$ cat config.mk
export PLATFORM = sky130hd
export DESIGN_NAME = game_state_ctrl
export DESIGN_NICKNAME = d
export VERILOG_FILES = /design/src/rtl/game_state_ctrl.sv
export SDC_FILE = /design/constraint.sdc
export NUM_CORES = 1
export LEC_CHECK = 0
export CAP_MARGIN = 20
export CORE_UTILIZATION = 62
export DETAILED_ROUTE_END_ITERATION = 10
export DONT_BUFFER_PORTS = 1
export GPL_TIMING_DRIVEN = 0
export MAX_ROUTING_LAYER = met4
export PLACE_DENSITY = 0.78
export RECOVER_POWER = 50
export SLEW_MARGIN = 30
export SYNTH_ARGS = -nofsm -noshare
export SYNTH_HDL_FRONTEND = slang
export SYNTH_SLANG_ARGS = --single-unit
$ cat constraint.sdc
create_clock -name clk -period 2.5 [get_ports clk]
set_input_delay 0.625 -clock clk [delete_from_list [all_inputs] [get_ports clk]]
set_output_delay 0.625 -clock clk [all_outputs]
set_load 0.02 [all_outputs]
$ cat src/rtl/game_state_ctrl.sv
// Frame-rate game sequencer: attract / start / play / pause / over / win flow driven by vsync frame ticks.
// Optional pause feature is compiled in with `define PAUSE_EN.
module game_state_ctrl #(
    parameter int WIN_SCORE    = 9,
    parameter int OVER_FRAMES  = 180,
    parameter int RESET_FRAMES = 2,
    parameter int FLASH_FRAMES = 30
) (
    input  logic       clk,
    input  logic       reset,
    input  logic       vsync,
    input  logic       start_btn,
    input  logic       pause_btn,
    input  logic [1:0] lives,
    input  logic [3:0] score,
    output logic [2:0] state,
    output logic       game_run,
    output logic       game_reset,
    output logic       flash,
    output logic       frame_tick
);

    typedef enum logic [2:0] {
        ST_ATTRACT = 3'd0,
        ST_START   = 3'd1,
        ST_PLAYING = 3'd2,
        ST_PAUSED  = 3'd3,
        ST_OVER    = 3'd4,
        ST_WIN     = 3'd5
    } state_t;

    localparam logic [3:0] WIN_LIM   = 4'(WIN_SCORE);
    localparam logic [7:0] OVER_LIM  = 8'(OVER_FRAMES);
    localparam logic [7:0] RESET_LIM = 8'(RESET_FRAMES);
    localparam logic [7:0] FLASH_LIM = 8'(FLASH_FRAMES);

    function automatic logic [7:0] sat_inc(input logic [7:0] v);
        return (v == 8'hFF) ? v : v + 8'd1;
    endfunction

    function automatic logic is_flash_state(input state_t s);
        return (s == ST_ATTRACT) || (s == ST_OVER) || (s == ST_WIN);
    endfunction

    logic       vsync_d;
    logic       start_s1, start_s2, start_h1, start_h2;
    logic       start_edge;
    logic       pause_edge;
    state_t     state_q, state_nxt;
    logic [7:0] frame_cnt, frame_inc;
    logic [7:0] flash_cnt;

    // Frame tick and start-button synchronizer / per-tick history
    always_ff @(posedge clk or posedge reset) begin
        if (reset) begin
            vsync_d    <= 1'b0;
            frame_tick <= 1'b0;
            start_s1   <= 1'b0;
            start_s2   <= 1'b0;
            start_h1   <= 1'b0;
            start_h2   <= 1'b0;
        end else begin
            vsync_d    <= vsync;
            frame_tick <= vsync & ~vsync_d;
            start_s1   <= start_btn;
            start_s2   <= start_s1;
            if (frame_tick) begin
                start_h1 <= start_s2;
                start_h2 <= start_h1;
            end
        end
    end

    // Edge: pressed on this tick (two high samples) but not on the previous one
    assign start_edge = frame_tick & start_s2 & start_h1 & ~start_h2;

`ifdef PAUSE_EN
    logic pause_s1, pause_s2, pause_h1, pause_h2;

    always_ff @(posedge clk or posedge reset) begin
        if (reset) begin
            pause_s1 <= 1'b0;
            pause_s2 <= 1'b0;
            pause_h1 <= 1'b0;
            pause_h2 <= 1'b0;
        end else begin
            pause_s1 <= pause_btn;
            pause_s2 <= pause_s1;
            if (frame_tick) begin
                pause_h1 <= pause_s2;
                pause_h2 <= pause_h1;
            end
        end
    end

    assign pause_edge = frame_tick & pause_s2 & pause_h1 & ~pause_h2;
`else
    logic pause_unused;
    assign pause_unused = pause_btn;
    assign pause_edge   = 1'b0;
`endif

    assign frame_inc = sat_inc(frame_cnt);

    always_comb begin
        state_nxt = state_q;
        case (state_q)
            ST_ATTRACT: if (start_edge) state_nxt = ST_START;
            ST_START:   if (frame_tick && (frame_inc >= RESET_LIM)) state_nxt = ST_PLAYING;
            ST_PLAYING: begin
                if (frame_tick) begin
                    if (lives == 2'd0)          state_nxt = ST_OVER;
                    else if (score >= WIN_LIM)  state_nxt = ST_WIN;
                    else if (pause_edge)        state_nxt = ST_PAUSED;
                end
            end
`ifdef PAUSE_EN
            ST_PAUSED:  if (pause_edge) state_nxt = ST_PLAYING;
`endif
            ST_OVER: begin
                if (start_edge)                                     state_nxt = ST_START;
                else if (frame_tick && (frame_inc >= OVER_LIM))     state_nxt = ST_ATTRACT;
            end
            ST_WIN:     if (start_edge) state_nxt = ST_START;
            default:    state_nxt = ST_ATTRACT;
        endcase
    end

    // State register, registered outputs, frame and flash counters
    always_ff @(posedge clk or posedge reset) begin
        if (reset) begin
            state_q    <= ST_ATTRACT;
            game_run   <= 1'b0;
            game_reset <= 1'b0;
            frame_cnt  <= 8'd0;
            flash_cnt  <= 8'd0;
            flash      <= 1'b0;
        end else begin
            state_q    <= state_nxt;
            game_run   <= (state_nxt == ST_PLAYING);
            game_reset <= (state_nxt == ST_START);

            if (state_nxt != state_q)
                frame_cnt <= 8'd0;
            else if (frame_tick)
                frame_cnt <= frame_inc;

            // The tick that enters a banner state does not count toward the blink period
            if (!is_flash_state(state_nxt)) begin
                flash_cnt <= 8'd0;
                flash     <= 1'b0;
            end else if (frame_tick && is_flash_state(state_q)) begin
                if (sat_inc(flash_cnt) >= FLASH_LIM) begin
                    flash_cnt <= 8'd0;
                    flash     <= ~flash;
                end else begin
                    flash_cnt <= flash_cnt + 8'd1;
                end
            end
        end
    end

    assign state = state_q;

endmodule

==> impl_metrics.ini <==
[synthesis]
seq_area_frac_synth_pct = 41.30
synth_cell_types = 48
syn_area_per_cell_sq_um = 9.374
async_flop_share_pct = 100.0
yosys_warnings = 0
netlist_area_sq_um = 1697
yosysTopAreaCellShare_pct = 41.30
ys_seq_elements = 28
netlist_top_cells_area = dfrtp_1 41%, nand2_1 4.9%, mux2_2 4.6%
postSynthCellCount = 181
synth_edf_count = 0
yosysTopAreaCell = dfrtp_1
synth_flop_cell = dfrtp_1
synth_fp_nets = 195

[final_layout]
antenna_cells = 0
multiInputGateArea_sq_um = 957.2
drive_gt1_share_pct = 16.04
final_common_cell = dfrtp_1
fill_cells = 183
fin_util_pct = 71.68
fin_nets = 202
syn_to_final_growth_pct = 6.563
mostFrequentLayoutCells = 28 x dfrtp_1, 22 x nand2_1, 12 x nand3_1, 12 x nor2_1
register_area_sq_um = 700.7
instances_no_fill = 217

[global_routing]
grt_pass1_vias = 1224
grt_pass1_wl_um = 5092
grt_util_all_layers_pct = 24.83
antenna_found_initial = 0
grt_max_degree = 29
overflow = 0

[power]
combPwrFrac_pct = 40.5
p_int_uw = 843.7
seqPwrFrac_pct = 44.6
switchingPower_uw = 572.9
pwr-share-clk_pct = 14.9
power.static_leakage_uw = 0.0008010
swShare_pct = 40.44
p_total_uw = 1417
power_density_nw_per_um2 = 783.5
ir_drop_mv = 0.5945

[timing]
post-route-min-period_ns = 2.330
relSlewSlack_pct = 30.98
setup_viol = 0
skew_ns = 0.002308
finalCritPeriodShare_pct = 93.21
max_freq_ghz = 0.4291
hold_violations = 0
tightest_slew_ns = 1.034
slew_violations = 0

[detailed_routing]
remaining_drc_errors = 0
num_vias = 1361
routed_via_density = 6.272
dr.max_layer_used = met4
dr.pass1.iters = 6
met2_length_um = 1612
wl_met1_um = 1472
wl_met3_um = 164
finalWirelength_um = 3260
wl_per_cell_um = 15.02
drtIter0Drc = 47
ant_nets = 0

[critical_path]
worst_path_largest_cell_delay_ns = 0.50
cp_max_fo = 10
arrival_ns = 2.54
crit_chain = ha_1 -> buf_2 -> o21ai_0 -> or2_2 -> nand4_2 -> a21oi_4 -> nor3_1
cp-end-kind = flip-flop
worstSetupPathType = flip-flop to flip-flop
startpoint_type = flip-flop
critPathSlowestCell = o21ai_0
cp.required_ns = 2.71
r2r_setup_slack_ns = 0.17

[clock_tree]
cts_hold_buf = 0
cts.clk_slew.worst_paths_ns = 0.14
cts_tree = done
cts_buffers = 3
cts-root-buf = clkbuf_4
clk_latency_ns = 0.32
cts_max_level = 1
clockBufferDepth = 2
clock_sinks = 28

[place]
gp_congestion = 0.8792
dp_hpwl_um = 2336
port_buffers = 0
place_inst = 211

[floorplanning]
fp.dieH_um = 54.31
fp.dieW_um = 54.31
pin_count = 18
num_rows = 18
dieArea_sq_um = 2950
start_util_pct = 67.26
design.core.area_sq_um = 2522

[run_status]
status = finished, final reports clean

[flow_run]
drv_cap = 0

[worst_hold_path]
hold_path.class = input port to flip-flop
==> power groups by stage <==
| stage | clock, uW | sequential (uW) | combinational (uW) |
|---|---|---|---|
| floorplan | 0 | 616 | 403 |
| global placement | 0 | 634 | 501 |
| detailed placement | 0 | 635 | 507 |
| CTS | 224 | 628 | 513 |
| global route | 233 | 640 | 638 |
| finish | 212 | 631 | 574 |
==> area by class of cell <==
cell class | count | area share [%]
multi-input combinational | 138 | 52.94
sequential | 28 | 38.75
tap | 30 | 2.076
clock buffer | 4 | 2.007
buffer | 7 | 1.730
inverter | 8 | 1.661
timing repair buffer | 2 | 0.8305
==> worst paths after layout <==
kind | from | end | cells after the start
min reg2reg | start_s1$_DFF_PP0_ | start_s2$_DFF_PP0_ | 0
min in group asynchronous | reset | vsync_d$_DFF_PP0_ | 1
min | vsync | vsync_d$_DFF_PP0_ | 0
max | frame_cnt[0]$_DFFE_PP0P_ | flash_cnt[1]$_DFFE_PP0P_ | 7
max in group asynchronous | reset | frame_cnt[2]$_DFFE_PP0P_ | 1
max reg2reg | frame_cnt[0]$_DFFE_PP0P_ | flash_cnt[1]$_DFFE_PP0P_ | 7
==> critical path: cells and delay by family, from the launching register on <==
kind / cells / cell delay (ns)
buffers and inverters: 1 / 0.17
adders and majority gates: 1 / 0.22
AOI/OAI and AO/OA: 2 / 0.83
DFF: 1 / 0.48
and+or+nand+nor: 3 / 0.51
==> cells by family (layout without fill, tap and decap cells) <==
family | count (synthesis) | in the layout | synth area share [%]
AND/OR/NAND/NOR | 85 | 85 | 26.70
flip-flops | 28 | 28 | 41.30
buffers and inverters | 15 | 21 | 3.614
multiplexers | 9 | 9 | 6.195
AO/OA/AOI/OAI | 36 | 36 | 17.40
XOR/XNOR | 5 | 5 | 2.581
adder cells (fa/ha/maj) | 3 | 3 | 2.213
==> metal layers <==
metal,track usage (%),vias to the layer above
met5,-,-
met4,3.419,0
met3,6.667,2
met2,41.67,36
met1,30.62,649
li1,-,674
==> synthesized netlist by cell type, drive strengths merged (4+ instances only) <==
cell / n
buf: 4
nor4: 4
o21bai: 4
dfrtp: 28
o21ai: 6
mux2: 9
nand3: 12
and3: 8
a31oi: 4
or3: 4
nand2: 22
nor2: 12
inv: 8
xnor2: 4
a21oi: 6
nor3: 5
==> through the flow <==
step / setup slack, ns / setup TNS (ns) / hold slack, ns / area (sq um)
finish: 0.1697 / 0 / 0.3156 / 1808
global route: -0.009736 / -0.009736 / 0.2868 / 1808
CTS: 0.03885 / 0 / 0.2179 / 1770
detailed placement: 0.08923 / 0 / 0.3395 / 1734
global placement: 0.1456 / 0 / 0.3369 / 1734
floorplan: 0.4610 / 0 / 0.3312 / 1697
==> timing repair <==
action	4_1_cts	5_1_grt
setup buffers	0	2
gates resized for setup	0	4
setup endpoints to repair	0	10
No activity file was read; power rests on OpenSTA's default activity.
